[config.mk]
export PLATFORM = sky130hd
export DESIGN_NAME = foodfight_rom_loader
export DESIGN_NICKNAME = d
export VERILOG_FILES = /design/src/rtl/foodfight_rom_loader.sv
export SDC_FILE = /design/constraint.sdc
export NUM_CORES = 1
export LEC_CHECK = 0
export ABC_AREA = 1
export BUFFER_PORTS_ARGS = -buffer_cell sky130_fd_sc_hd__buf_4
export CORE_ASPECT_RATIO = 1.2
export CORE_MARGIN = 1
export CORE_UTILIZATION = 48
export DETAILED_ROUTE_END_ITERATION = 7
export PLACE_DENSITY = 0.75
export RECOVER_POWER = 25
export SLEW_MARGIN = 15
export SYNTH_ARGS = -nofsm -noshare
export SYNTH_HDL_FRONTEND = slang
export SYNTH_SLANG_ARGS = --single-unit
[constraint.sdc]
create_clock -name i_clk -period 4.4 [get_ports i_clk]
set_clock_uncertainty 0.1 [all_clocks]
set_input_delay 0.44 -clock i_clk [delete_from_list [all_inputs] [get_ports i_clk]]
set_output_delay 0.44 -clock i_clk [all_outputs]
set_load 0.01 [all_outputs]
[src/rtl/foodfight_rom_loader.sv]
// Streams a downloaded 32 KB code image into four 8 KB ROM banks and holds the CPU until complete.
// Optional per-bank checksum output enabled with `define ROM_CHECKSUM_EN.
module foodfight_rom_loader (
  input  logic        i_clk,
  input  logic        i_reset,
  input  logic        i_dl_en,
  input  logic        i_dl_wr,
  input  logic [15:0] i_dl_addr,
  input  logic [7:0]  i_dl_data,
  output logic [12:0] o_rom_a,
  output logic [7:0]  o_rom_d,
  output logic [3:0]  o_rom_we,
  output logic        o_cpu_hold,
  output logic        o_load_done,
  output logic        o_short_load,
  output logic        o_addr_ovf
`ifdef ROM_CHECKSUM_EN
  ,
  output logic [3:0][7:0] o_cksum
`endif
);

  typedef enum logic [1:0] {StIdle, StLoading, StDone} state_e;

  state_e      r_state;
  state_e      w_state_nxt;
  logic [12:0] r_rom_a;
  logic [7:0]  r_rom_d;
  logic [3:0]  r_rom_we;
  logic [15:0] r_cnt;
  logic        r_short;
  logic        r_ovf;
  logic        w_accept;
  logic        w_bad;
  logic        w_enter;
  logic        w_finish;
  logic [1:0]  w_bank;

  assign w_bank   = i_dl_addr[14:13];
  assign w_accept = i_dl_en & i_dl_wr & ~i_dl_addr[15];
  assign w_bad    = i_dl_en & i_dl_wr & i_dl_addr[15];

  always_comb begin
    w_state_nxt = r_state;
    w_enter     = 1'b0;
    w_finish    = 1'b0;
    o_cpu_hold  = 1'b1;
    o_load_done = 1'b0;
    unique case (r_state)
      StIdle, StDone: begin
        if (i_dl_en) begin
          w_state_nxt = StLoading;
          w_enter     = 1'b1;
        end
      end
      StLoading: begin
        if (!i_dl_en) begin
          w_state_nxt = StDone;
          w_finish    = 1'b1;
        end
      end
      default: w_state_nxt = StIdle;
    endcase
    if (r_state == StDone) begin
      o_cpu_hold  = r_short;
      o_load_done = ~r_short;
    end
  end

  always_ff @(posedge i_clk) begin
    if (i_reset) begin
      r_state  <= StIdle;
      r_rom_a  <= '0;
      r_rom_d  <= '0;
      r_rom_we <= '0;
      r_cnt    <= '0;
      r_short  <= 1'b0;
      r_ovf    <= 1'b0;
    end else begin
      r_state  <= w_state_nxt;
      r_rom_we <= '0;
      if (w_accept) begin
        r_rom_a  <= i_dl_addr[12:0];
        r_rom_d  <= i_dl_data;
        r_rom_we <= 4'b0001 << w_bank;
      end
      // A byte on the window's opening cycle belongs to the new load, so it survives the clear.
      if (w_enter) begin
        r_cnt <= {15'b0, w_accept};
      end else if (w_accept && r_cnt != 16'hFFFF) begin
        r_cnt <= r_cnt + 16'd1;
      end
      if (w_enter) begin
        r_ovf <= w_bad;
      end else if (w_bad) begin
        r_ovf <= 1'b1;
      end
      if (w_enter) begin
        r_short <= 1'b0;
      end else if (w_finish) begin
        r_short <= ~r_cnt[15];
      end
    end
  end

`ifdef ROM_CHECKSUM_EN
  logic [3:0][7:0] r_cksum;

  always_ff @(posedge i_clk) begin
    if (i_reset) begin
      r_cksum <= '0;
    end else if (w_enter) begin
      r_cksum <= '0;
      if (w_accept) begin
        r_cksum[w_bank] <= i_dl_data;
      end
    end else if (w_accept) begin
      r_cksum[w_bank] <= r_cksum[w_bank] + i_dl_data;
    end
  end

  assign o_cksum = r_cksum;
`endif

  assign o_rom_a      = r_rom_a;
  assign o_rom_d      = r_rom_d;
  assign o_rom_we     = r_rom_we;
  assign o_short_load = r_short;
  assign o_addr_ovf   = r_ovf;

endmodule

==> metrics.txt, run 1 <==
# TYPE chip_impl_metric gauge
chip_impl_metric{name="number_of_synthesis_warnings",unit=""} 0
chip_impl_metric{name="gr-usage-all-layers",unit=""} 0.2212
chip_impl_metric{name="fmax",unit="GHz"} 0.3673
chip_impl_metric{name="placed_wire_length_estimate_after_detailed_placement",unit="um"} 3047
chip_impl_metric{name="period_minus_slack",unit="ps"} 2723
chip_impl_metric{name="fp.dieW",unit="um"} 60.08
chip_impl_info{name="unrepaired_setup_endpoints_after_global_routing",value="no"} 1
chip_impl_info{name="run_status",value="finished clean"} 1
chip_impl_metric{name="combined_area_of_the_multi_input_logic_cells",unit="um2"} 910.9
chip_impl_info{name="synth_top_flop_cell",value="sky130_fd_sc_hd__dfxtp_1"} 1
chip_impl_metric{name="yosysSeqAreaShare",unit=""} 0.4636
chip_impl_metric{name="slew_violations",unit=""} 0
chip_impl_info{name="slowest_stage",value="sky130_fd_sc_hd__nor2_1"} 1
chip_impl_metric{name="longest_individual_stage_delay_on_the_worst_path",unit="ps"} 1040
chip_impl_metric{name="post_drt_wl_per_cell",unit="um"} 11.48
chip_impl_metric{name="post_dr_vias_cell",unit=""} 4.944
chip_impl_metric{name="synth.avg_cell_area",unit="um2"} 7.360
chip_impl_metric{name="cts_buffer_count",unit=""} 5
chip_impl_info{name="critical_path.endpoint_type",value="flop"} 1
chip_impl_metric{name="postCtsSetupBuffers",unit=""} 0
chip_impl_metric{name="grt_antenna_before_repair",unit=""} 0
chip_impl_metric{name="syn_nets",unit=""} 293
chip_impl_info{name="synthDominantAreaCellType",value="sky130_fd_sc_hd__dfxtp_1"} 1
chip_impl_info{name="type_of_the_worst_min_delay_path",value="in -> reg"} 1
chip_impl_metric{name="coreArea",unit="mm2"} 0.003754
chip_impl_info{name="critical_path.cell_chain",value="buf_4 -> nand2_1 -> nor2_1 -> inv_2 -> nor2_4 -> nand3_1 -> nand2_1 -> nor2_1"} 1
chip_impl_metric{name="h-tree-depth",unit=""} 2
chip_impl_metric{name="number_of_routed_nets_with_antenna_violations",unit=""} 0
chip_impl_info{name="timing_worst_setup_path_type",value="in -> reg"} 1
chip_impl_metric{name="floorplan.rows",unit=""} 24
chip_impl_metric{name="tns",unit="ps"} 0
chip_impl_metric{name="gr_overflow_total",unit=""} 0
chip_impl_metric{name="initial_core_util",unit=""} 0.5177
chip_impl_metric{name="grt_max_degree",unit=""} 27
chip_impl_metric{name="power_per_cell_area",unit="mW/mm2"} 309.5
chip_impl_metric{name="drive_above_1_share",unit=""} 0.1969
chip_impl_metric{name="synth.ff_latch_count",unit=""} 45
chip_impl_metric{name="cts_hold_repair.buffers",unit=""} 0
chip_impl_info{name="tritoncts",value="yes"} 1
chip_impl_metric{name="via_count_of_the_first_global_routing_pass",unit=""} 1746
chip_impl_metric{name="insertedDiodeCount",unit=""} 0
chip_impl_metric{name="number_of_flops_mapped_to_enable_cells_by_yosys",unit=""} 0
chip_impl_metric{name="cp.arrival",unit="ps"} 2820
chip_impl_metric{name="nets",unit=""} 348
chip_impl_metric{name="cp_data_required_time",unit="ps"} 4500
chip_impl_metric{name="worstPathMaxFanout",unit=""} 26
chip_impl_metric{name="cts_repair_resize_count",unit=""} 0
chip_impl_metric{name="min_period_over_period",unit=""} 0.6188
chip_impl_metric{name="die_h",unit="um"} 71.70
chip_impl_metric{name="syn-instance-count",unit=""} 264
chip_impl_info{name="synth_top_cells_by_count",value="sky130_fd_sc_hd__nor2_1 (62), sky130_fd_sc_hd__nand2_1 (48), sky130_fd_sc_hd__dfxtp_1 (45)"} 1
chip_impl_metric{name="clock-sinks",unit=""} 45
chip_impl_metric{name="cts_buffer_depth",unit=""} 2
chip_impl_metric{name="die_area",unit="mm2"} 0.004307
chip_impl_info{name="launching_element_type_of_the_critical_path",value="input pin"} 1
chip_impl_metric{name="number_of_hold_slack_violations_in_the_final_timing_report",unit=""} 0
chip_impl_metric{name="starting_drc_count_in_detailed_routing",unit=""} 127
chip_impl_metric{name="synthDominantCellAreaShare",unit=""} 0.4636
chip_impl_metric{name="io_buffer_count",unit=""} 56
chip_impl_metric{name="holdWs",unit="ps"} 201.9
chip_impl_metric{name="dr_total_vias",unit=""} 1839
chip_impl_metric{name="detailedRoute.firstPassIterationCount",unit=""} 4
chip_impl_metric{name="routed_wl",unit="um"} 4270
chip_impl_metric{name="timing.final.setup_violations",unit=""} 0
chip_impl_metric{name="placer_congestion_estimate",unit=""} 0.8498
chip_impl_metric{name="clk_pin_slew_worst_paths",unit="ps"} 80
chip_impl_metric{name="vdd_drop_max",unit="mV"} 0.1785
chip_impl_metric{name="fillCellCount",unit=""} 369
chip_impl_metric{name="proportion_of_synthesized_flip_flops_having_asynchronous_set_or_reset",unit=""} 0
chip_impl_metric{name="number_of_remaining_drc_errors",unit=""} 0
chip_impl_metric{name="area.sequential",unit="um2"} 900.9
chip_impl_metric{name="io-pin-count",unit=""} 57
chip_impl_metric{name="syn2layout_area_growth",unit="%"} 24.02
chip_impl_info{name="synth_most_common_cell",value="sky130_fd_sc_hd__nor2_1"} 1
chip_impl_metric{name="timing.slew.headroom",unit=""} 0.06469
chip_impl_metric{name="drv.max_cap_violation_count",unit=""} 0
chip_impl_metric{name="mappedNetlistArea",unit="mm2"} 0.001943
chip_impl_metric{name="clk_latency",unit="ps"} 300
chip_impl_metric{name="yosys.cell_types.count",unit=""} 27
chip_impl_info{name="clock_tree_root_driver_cell",value="sky130_fd_sc_hd__clkbuf_8"} 1
chip_impl_metric{name="grt_first_pass_wirelength",unit="um"} 7307
chip_impl_metric{name="worst_pin_slew",unit="ps"} 1398
chip_impl_info{name="netlist_top_cells_area",value="sky130_fd_sc_hd__dfxtp_1 (46%), sky130_fd_sc_hd__nor2_1 (12%), sky130_fd_sc_hd__nand2_1 (9.3%)"} 1
chip_impl_metric{name="leakage",unit="nW"} 1.030
[per-layer routing]
metal | global-route usage | wire, um
met1 | 0.2557 | 1870
met3 | 0.09025 | 321
met5 | 0 | 0
met4 | 0.06977 | 66
met2 | 0.3667 | 2011
[stage by stage]
stage | worst slack, ps | std cells | total power [mW] | util | area [um2]
3_3_place_gp | 2242 | 364 | 0.5113 | 0.6347 | 2382
4_1_cts | 2540 | 372 | 0.7631 | 0.6567 | 2465
5_1_grt | 1293 | 372 | 0.7807 | 0.6420 | 2410
2_1_floorplan | 2892 | 264 | 0.4691 | - | 1943
3_5_place_dp | 2227 | 364 | 0.5122 | 0.6347 | 2382
6_report | 1677 | 372 | 0.7458 | 0.6420 | 2410
[cell usage in the layout (no fill, tap or decap)]
cell type                  synthesis  layout
sky130_fd_sc_hd__nor2_4            6       5
sky130_fd_sc_hd__a31oi_1           1       1
sky130_fd_sc_hd__nand4_1           5       5
sky130_fd_sc_hd__nand3b_1          2       2
sky130_fd_sc_hd__o21ai_0          26      26
sky130_fd_sc_hd__ha_1              1       1
sky130_fd_sc_hd__xnor2_1           2       2
sky130_fd_sc_hd__buf_4             0      45
sky130_fd_sc_hd__xor2_1            4       4
sky130_fd_sc_hd__clkbuf_1          3      12
sky130_fd_sc_hd__a21oi_1          13      14
sky130_fd_sc_hd__nor2_1           62      63
sky130_fd_sc_hd__inv_1            17      17
sky130_fd_sc_hd__nand2_4           1       1
sky130_fd_sc_hd__nand2_1          48      49
sky130_fd_sc_hd__clkinv_2          0       2
sky130_fd_sc_hd__nand2_2           3       2
sky130_fd_sc_hd__nor2_2            1       1
sky130_fd_sc_hd__nor3_1            2       2
sky130_fd_sc_hd__o21ai_2           1       1
sky130_fd_sc_hd__nand3_1          12      12
sky130_fd_sc_hd__clkbuf_8          0       5
sky130_fd_sc_hd__a211oi_1          1       1
sky130_fd_sc_hd__clkinv_1          1       1
sky130_fd_sc_hd__inv_2             1       1
sky130_fd_sc_hd__dfxtp_1          45      45
[cell families (layout without fill, tap and decap cells)]
| kind of cell | count (synthesis) | after routing | synth area share |
|---|---|---|---|
| simple gates | 142 | 142 | 0.3258 |
| flops | 45 | 45 | 0.4636 |
| compound gates | 43 | 43 | 0.1166 |
| buf+inv | 27 | 83 | 0.06052 |
| xor+xnor | 6 | 6 | 0.02704 |
| fa+ha+maj | 1 | 1 | 0.006438 |
[worst paths after layout]
| check | cells after the start | endpoint | slack (ps) | from |
|---|---|---|---|---|
| setup / recovery | 8 | r_cnt[13] | 1680 | i_dl_en |
| hold reg to reg | 1 | r_state[0] | 370 | r_state[1] |
| setup reg to reg | 4 | r_cnt[8] | 2420 | r_state[0] |
| hold / removal | 2 | o_rom_we[0] | 200 | i_dl_addr[13] |
[area by class of cell]
type | instances | area share
inverter | 19 | 0.02960
clock inverter | 2 | 0.004154
clock buffer | 6 | 0.03011
multi-input combinational | 192 | 0.3780
tap | 52 | 0.02700
timing repair buffer | 56 | 0.1573
sequential | 45 | 0.3738
[worst max-delay path: cells and delay by family]
kind,cells,cell delay [ps]
simple gates,6,1770
buf+inv,2,590
[state kept, by name, summed over array words and instances (netlist names)]
name,cells
r_state,2
o_rom_d,8
o_rom_we,4
o_addr_ovf,1
o_short_load,1
r_cnt,16
o_rom_a,13
[power breakdown]
group	switching, mW	internal [mW]	leakage (nW)
sequential	0.00677	0.419	0.366
clock	0.138	0.110	0.0450
combinational	0.0377	0.0343	0.619
Note: power is estimated with default switching activity, not from simulation.
==> run 2, diff against run 1 <==
CORE_UTILIZATION = 46   (was 48)
clock period = 2.3 ns   (was 4.4 ns; I/O delays follow)
==> run 2 against run 1 <==
Cell count increased by 1.1%. First-iteration DRC count fell by 17%. Count of clock-buffer cells in the layout unchanged. Clock power rose to 2.5 times the previous value. Sequential share of layout area is 1.3 points lower. Power grew 110%. Flip-flop and latch count is the same. Global-route usage fell by 1.7 points. Non-clock buffer count up 2. Design area increased by 3.6%. Setup slack worse by 1100 ps. Critical path type is now reg -> reg. Largest power group unchanged. Highest routed layer unchanged.
==> metrics.txt, run 2 (synthesis gave the netlist of run 1 again) <==
# TYPE chip_impl_metric gauge
chip_impl_metric{name="routed_wl",unit="um"} 4068
chip_impl_info{name="clock_tree_root_driver_cell",value="sky130_fd_sc_hd__clkbuf_8"} 1
chip_impl_metric{name="power_per_cell_area",unit="mW/mm2"} 632.8
chip_impl_metric{name="h-tree-depth",unit=""} 2
chip_impl_metric{name="tns",unit="ps"} 0
chip_impl_info{name="timing_worst_setup_path_type",value="reg -> reg"} 1
chip_impl_metric{name="nets",unit=""} 350
chip_impl_info{name="layout.cells.most_common_list",value="sky130_fd_sc_hd__nor2_1 (62), sky130_fd_sc_hd__buf_4 (50), sky130_fd_sc_hd__nand2_1 (48), sky130_fd_sc_hd__dfxtp_1 (45), sky130_fd_sc_hd__o21ai_0 (26)"} 1
chip_impl_metric{name="placer_congestion_estimate",unit=""} 0.7984
chip_impl_metric{name="number_of_routed_nets_with_antenna_violations",unit=""} 0
chip_impl_metric{name="cts_repair_resize_count",unit=""} 0
chip_impl_info{name="mostFrequentLayoutCell",value="sky130_fd_sc_hd__nor2_1"} 1
chip_impl_metric{name="gr_overflow_total",unit=""} 0
chip_impl_info{name="critical_path.endpoint_type",value="flop"} 1
chip_impl_metric{name="post_drt_wl_per_cell",unit="um"} 10.82
chip_impl_info{name="run_status",value="finished clean"} 1
chip_impl_metric{name="grt_first_pass_wirelength",unit="um"} 6913
chip_impl_metric{name="initial_core_util",unit=""} 0.4853
chip_impl_metric{name="starting_drc_count_in_detailed_routing",unit=""} 105
chip_impl_metric{name="clk_pin_slew_worst_paths",unit="ps"} 80
chip_impl_metric{name="combined_area_of_the_multi_input_logic_cells",unit="um2"} 924.6
chip_impl_info{name="tritoncts",value="yes"} 1
chip_impl_metric{name="syn2layout_area_growth",unit="%"} 28.46
chip_impl_metric{name="coreArea",unit="mm2"} 0.004004
chip_impl_info{name="largest_register_by_flop_count",value="r_cnt"} 1
chip_impl_metric{name="period_minus_slack",unit="ps"} 1738
chip_impl_metric{name="worstPathMaxFanout",unit=""} 11
chip_impl_metric{name="cp.arrival",unit="ps"} 1870
chip_impl_metric{name="finish.utilization",unit=""} 0.6234
chip_impl_metric{name="timing.final.setup_violations",unit=""} 0
chip_impl_metric{name="min_period_over_period",unit=""} 0.7558
chip_impl_metric{name="worst_pin_slew",unit="ps"} 628.3
chip_impl_metric{name="cts_buffer_count",unit=""} 5
chip_impl_info{name="launching_element_type_of_the_critical_path",value="flop"} 1
chip_impl_metric{name="vdd_drop_max",unit="mV"} 0.4038
chip_impl_metric{name="cp_data_required_time",unit="ps"} 2430
chip_impl_metric{name="insertedDiodeCount",unit=""} 0
chip_impl_metric{name="fin_ws",unit="ps"} 561.6
chip_impl_metric{name="largest_reg_flops",unit=""} 16
chip_impl_metric{name="number_of_hold_slack_violations_in_the_final_timing_report",unit=""} 0
chip_impl_metric{name="gr-usage-all-layers",unit=""} 0.2047
chip_impl_metric{name="timing.slew.headroom",unit=""} 0.5807
chip_impl_metric{name="fp.dieW",unit="um"} 61.33
chip_impl_metric{name="slew_violations",unit=""} 0
chip_impl_metric{name="via_count_of_the_first_global_routing_pass",unit=""} 1668
chip_impl_metric{name="area.sequential",unit="um2"} 900.9
chip_impl_metric{name="leakage",unit="nW"} 1.070
chip_impl_metric{name="number_of_remaining_drc_errors",unit=""} 0
chip_impl_metric{name="placed_wire_length_estimate_after_detailed_placement",unit="um"} 2847
chip_impl_metric{name="io_buffer_count",unit=""} 56
chip_impl_metric{name="floorplan.rows",unit=""} 25
chip_impl_metric{name="drv.max_cap_violation_count",unit=""} 0
chip_impl_metric{name="cts_buffer_depth",unit=""} 2
chip_impl_metric{name="die_area",unit="mm2"} 0.004489
chip_impl_metric{name="clk_latency",unit="ps"} 300
chip_impl_metric{name="dr_total_vias",unit=""} 1829
chip_impl_metric{name="io-pin-count",unit=""} 57
chip_impl_metric{name="detailedRoute.firstPassIterationCount",unit=""} 4
chip_impl_metric{name="grt_max_degree",unit=""} 26
chip_impl_metric{name="drive_above_1_share",unit=""} 0.2236
chip_impl_info{name="unrepaired_setup_endpoints_after_global_routing",value="no"} 1
chip_impl_metric{name="pre_cts_slack",unit="ps"} 563.2
chip_impl_metric{name="post_dr_vias_cell",unit=""} 4.864
chip_impl_info{name="type_of_the_worst_min_delay_path",value="in -> reg"} 1
chip_impl_metric{name="die_h",unit="um"} 73.20
chip_impl_metric{name="fmax",unit="GHz"} 0.5752
chip_impl_metric{name="clock-sinks",unit=""} 45
chip_impl_metric{name="fillCellCount",unit=""} 389
chip_impl_metric{name="grt_antenna_before_repair",unit=""} 0
-- run 2: where the power goes --
part	total [mW]	switching (mW)	leakage [nW]	internal (mW)
Clock	0.620	0.267	0.0574	0.353
Combinational	0.145	0.0739	0.647	0.0710
Sequential	0.815	0.0126	0.366	0.802
Total	1.58	0.353	1.07	1.23
-- run 2: cell type report --
class | count | share of cell area
Inverter | 19 | 0.02857
Clock buffer | 6 | 0.03308
Multi-Input combinational cell | 192 | 0.3704
Tap cell | 54 | 0.02707
Sequential cell | 45 | 0.3609
Timing Repair Buffer | 58 | 0.1649
Clock inverter | 2 | 0.01504
-- run 2: what timing repair did --
item,in CTS,in global routing
hold buffers,1,0
setup buffers,0,0
endpoints found under the hold margin,2,0
-- run 2: critical path, cell delays in order, from the launching register on --
cell	delay, ps
sky130_fd_sc_hd__dfxtp_1	370
sky130_fd_sc_hd__ha_1	220
sky130_fd_sc_hd__nand2_1	100
sky130_fd_sc_hd__nor2_4	140
sky130_fd_sc_hd__nand2_4	80
sky130_fd_sc_hd__o21ai_2	400
sky130_fd_sc_hd__nand2_1	100
sky130_fd_sc_hd__a21oi_1	160
-- run 2: through the flow --
| stage | cells | power (mW) | hold WS [ps] | area [um2] |
|---|---|---|---|---|
| 3_5_place_dp | 367 | 0.9798 | 311.4 | 2392 |
| 4_1_cts | 376 | 1.599 | 15.89 | 2522 |
| 3_3_place_gp | 367 | 0.9777 | 308.2 | 2392 |
| 6_report | 376 | 1.580 | 43.60 | 2496 |
| 5_1_grt | 376 | 1.643 | 38.05 | 2496 |
| 2_1_floorplan | 264 | 0.8973 | 202.4 | 1943 |
-- run 2: worst paths after layout --
path	cells after the start	start	endpoint	slack (ps)
worst max-delay path	7	r_cnt[0]	r_cnt[2]	560
worst min register to register	1	r_state[1]	r_state[0]	360
worst max register to register	7	r_cnt[0]	r_cnt[2]	560
worst min-delay path	2	i_dl_en	r_state[1]	40
-- run 2: routing by layer --
metal | share of wire | wire length (um) | GRT usage | vias up
li1 | - | - | - | 956
met1 | 0.45 | 1847 | 0.2420 | 820
met2 | 0.46 | 1865 | 0.3370 | 47
met3 | 0.072 | 294 | 0.07801 | 6
met4 | 0.015 | 60 | 0.06667 | 0
met5 | 0 | 0 | 0 | -
==> run 3, diff against run 2 <==
clock period = 1.55 ns   (was 2.3 ns; I/O delays follow)
==> run 3 against run 2 <==
Global-route usage is 3.5 points higher. Largest power group unchanged. Sequential share of layout area down 3.6 points. Register-to-register slack got worse by 480 ps. Critical endpoint is now r_cnt[12].
==> metrics.txt, run 3 (synthesis gave the netlist of run 1 again) <==
# TYPE chip_impl_metric gauge
chip_impl_metric{name="cp_data_required_time",unit="ps"} 1650
chip_impl_metric{name="worst_pin_slew",unit="ps"} 301.3
chip_impl_metric{name="post_dr_vias_cell",unit=""} 4.937
chip_impl_metric{name="drive_above_1_share",unit=""} 0.2521
chip_impl_metric{name="floorplan.rows",unit=""} 25
chip_impl_metric{name="number_of_routed_nets_with_antenna_violations",unit=""} 0
chip_impl_metric{name="clock-sinks",unit=""} 45
chip_impl_metric{name="holdWs",unit="ps"} 22.22
chip_impl_metric{name="longest_individual_stage_delay_on_the_worst_path",unit="ps"} 370
chip_impl_info{name="critical_path.reg2reg.startpoint",value="r_cnt[1]"} 1
chip_impl_info{name="timing.critical_path.max_delay_family",value="simple AND/OR/NAND/NOR gates"} 1
chip_impl_metric{name="dp_cells",unit=""} 377
chip_impl_metric{name="nets",unit=""} 385
chip_impl_metric{name="number_of_hold_slack_violations_in_the_final_timing_report",unit=""} 0
chip_impl_metric{name="insertedDiodeCount",unit=""} 0
chip_impl_metric{name="fp.dieW",unit="um"} 61.33
chip_impl_info{name="critical_path.endpoint_type",value="flop"} 1
chip_impl_metric{name="min_period_over_period",unit=""} 0.9490
chip_impl_info{name="unrepaired_setup_endpoints_after_global_routing",value="yes"} 1
chip_impl_metric{name="clk_latency",unit="ps"} 300
chip_impl_metric{name="post_drt_wl_per_cell",unit="um"} 12.04
chip_impl_metric{name="coreArea",unit="mm2"} 0.004004
chip_impl_info{name="mostFrequentLayoutCell",value="sky130_fd_sc_hd__nor2_1"} 1
chip_impl_metric{name="vdd_drop_max",unit="mV"} 0.6886
chip_impl_info{name="layout.cells.most_common_list",value="sky130_fd_sc_hd__nor2_1 (61), sky130_fd_sc_hd__buf_4 (50), sky130_fd_sc_hd__nand2_1 (46), sky130_fd_sc_hd__dfxtp_1 (36), sky130_fd_sc_hd__o21ai_0 (25)"} 1
chip_impl_info{name="cp-endpoint",value="r_cnt[12]"} 1
chip_impl_metric{name="detailedRoute.firstPassIterationCount",unit=""} 5
chip_impl_metric{name="instance_count_on_the_critical_path",unit=""} 9
chip_impl_metric{name="cp.arrival",unit="ps"} 1570
chip_impl_metric{name="cp_num_buf_inv",unit=""} 1
chip_impl_metric{name="largest_reg_flops",unit=""} 16
chip_impl_metric{name="gr_overflow_total",unit=""} 0
chip_impl_metric{name="cts_buffer_depth",unit=""} 2
chip_impl_info{name="clock_tree_root_driver_cell",value="sky130_fd_sc_hd__clkbuf_8"} 1
chip_impl_metric{name="slew_violations",unit=""} 0
chip_impl_metric{name="grt_util_met3",unit=""} 0.07979
chip_impl_metric{name="dr_total_vias",unit=""} 2029
chip_impl_metric{name="gr-usage-all-layers",unit=""} 0.2402
chip_impl_metric{name="initial_core_util",unit=""} 0.4853
chip_impl_info{name="tritoncts",value="yes"} 1
chip_impl_metric{name="timing.final.setup_violations",unit=""} 0
chip_impl_metric{name="ff2ff_setup_slack",unit="ps"} 80
chip_impl_info{name="critical_path.cell_chain",value="ha_4 -> nand2_4 -> nor2_4 -> nand2_4 -> nor2_4 -> buf_4 -> nand4_1 -> nand2_1 -> nor2_1"} 1
chip_impl_metric{name="combined_area_of_the_multi_input_logic_cells",unit="um2"} 985.9
chip_impl_metric{name="area.sequential",unit="um2"} 917.1
chip_impl_metric{name="grt_first_pass_wirelength",unit="um"} 8004
chip_impl_metric{name="starting_drc_count_in_detailed_routing",unit=""} 104
chip_impl_metric{name="met2_usage_grt",unit=""} 0.4082
chip_impl_info{name="timing_worst_setup_path_type",value="reg -> reg"} 1
chip_impl_info{name="run_status",value="finished clean"} 1
chip_impl_metric{name="leakage",unit="nW"} 1.212
chip_impl_metric{name="io_buffer_count",unit=""} 56
chip_impl_metric{name="syn2layout_area_growth",unit="%"} 45.33
chip_impl_metric{name="timing.slew.headroom",unit=""} 0.7979
chip_impl_metric{name="cts_buffer_count",unit=""} 5
chip_impl_metric{name="fillCellCount",unit=""} 354
chip_impl_metric{name="global_route.usage.met1",unit=""} 0.2703
chip_impl_metric{name="via_count_of_the_first_global_routing_pass",unit=""} 1884
chip_impl_metric{name="fin_total_pwr",unit="mW"} 2.197
chip_impl_metric{name="grt_antenna_before_repair",unit=""} 0
chip_impl_metric{name="reg2regPathDepth",unit=""} 9
chip_impl_info{name="largest_register_by_flop_count",value="r_cnt"} 1
chip_impl_metric{name="worstPathMaxFanout",unit=""} 4
chip_impl_metric{name="fmax",unit="GHz"} 0.6799
chip_impl_metric{name="die_area",unit="mm2"} 0.004489
chip_impl_metric{name="h-tree-depth",unit=""} 2
chip_impl_metric{name="drv.max_cap_violation_count",unit=""} 0
chip_impl_metric{name="final_cell_count_without_fillers",unit=""} 411
chip_impl_metric{name="finish.utilization",unit=""} 0.7053
chip_impl_metric{name="grt_max_degree",unit=""} 25
chip_impl_info{name="slowest_stage",value="sky130_fd_sc_hd__dfxtp_4"} 1
chip_impl_info{name="launching_element_type_of_the_critical_path",value="flop"} 1
chip_impl_metric{name="clk_pin_slew_worst_paths",unit="ps"} 90
chip_impl_metric{name="die_h",unit="um"} 73.20
chip_impl_info{name="crit_path_start",value="r_cnt[1]"} 1
chip_impl_metric{name="period_minus_slack",unit="ps"} 1471
chip_impl_metric{name="io-pin-count",unit=""} 57
chip_impl_metric{name="placer_congestion_estimate",unit=""} 0.7512
chip_impl_info{name="type_of_the_worst_min_delay_path",value="in -> reg"} 1
chip_impl_metric{name="routed_wl",unit="um"} 4950
chip_impl_info{name="peak_usage_layer_in_the_global_routing_report",value="met2"} 1
chip_impl_metric{name="placed_wire_length_estimate_after_detailed_placement",unit="um"} 2965
chip_impl_metric{name="power_per_cell_area",unit="mW/mm2"} 778.0
chip_impl_metric{name="number_of_remaining_drc_errors",unit=""} 0
chip_impl_info{name="r2r-end",value="r_cnt[12]"} 1
run 3: timing repair:
action | in CTS | in global routing
gates resized for setup | 0 | 25
setup buffers | 0 | 2
endpoints found under the setup margin | 0 | 15
hold buffers | 23 | 0
hold endpoints to repair | 24 | 0
run 3: metal layers:
layer	up-vias	routed length [um]
met2	58	2451
met1	931	2061
met3	10	322
met5	-	0
li1	1030	-
met4	0	114
run 3: power breakdown:
group          switching, mW  internal [mW]
clock                  0.406          0.311
sequential            0.0207           1.19
combinational          0.128          0.142
run 3: worst reg2reg max path, delay by kind of cell, from the launching register on:
kind                       cells  cell delay [ps]
DFF                            1              370
buffers and inverters          1              140
and+or+nand+nor                7              640
adders and majority gates      1              140
run 3: metrics by stage:
stage / area, um2 / TNS, ps / worst slack, ps
final: 2824 / 0 / 79.11
after global routing: 2824 / -57.39 / -35.79
after CTS: 2796 / 0 / 11.55
after detailed placement: 2480 / 0 / 20.77
after global placement: 2480 / 0 / 73.89
after floorplan: 1943 / 0 / 42.16
run 3: how the worst min path moves through the flow:
stage | from | depth (start not counted) | slack, ps | to
floorplan | i_dl_addr[13] | 1 | 130 | o_rom_we[0]
global placement | i_dl_addr[13] | 2 | 230 | o_rom_we[0]
detailed placement | i_dl_addr[13] | 2 | 240 | o_rom_we[2]
CTS | i_dl_addr[5] | 3 | 10 | o_rom_a[5]
global route | i_dl_addr[14] | 3 | 30 | o_rom_we[0]
finish | i_dl_addr[5] | 3 | 20 | o_rom_a[5]
run 3: final cells by class:
cell class / count / share of cell area
Multi-Input combinational cell: 193 / 0.3491
Clock buffer: 5 / 0.02437
Clock inverter: 3 / 0.006203
Inverter: 19 / 0.02525
Tap cell: 54 / 0.02393
Sequential cell: 45 / 0.3248
Timing Repair Buffer: 92 / 0.2463
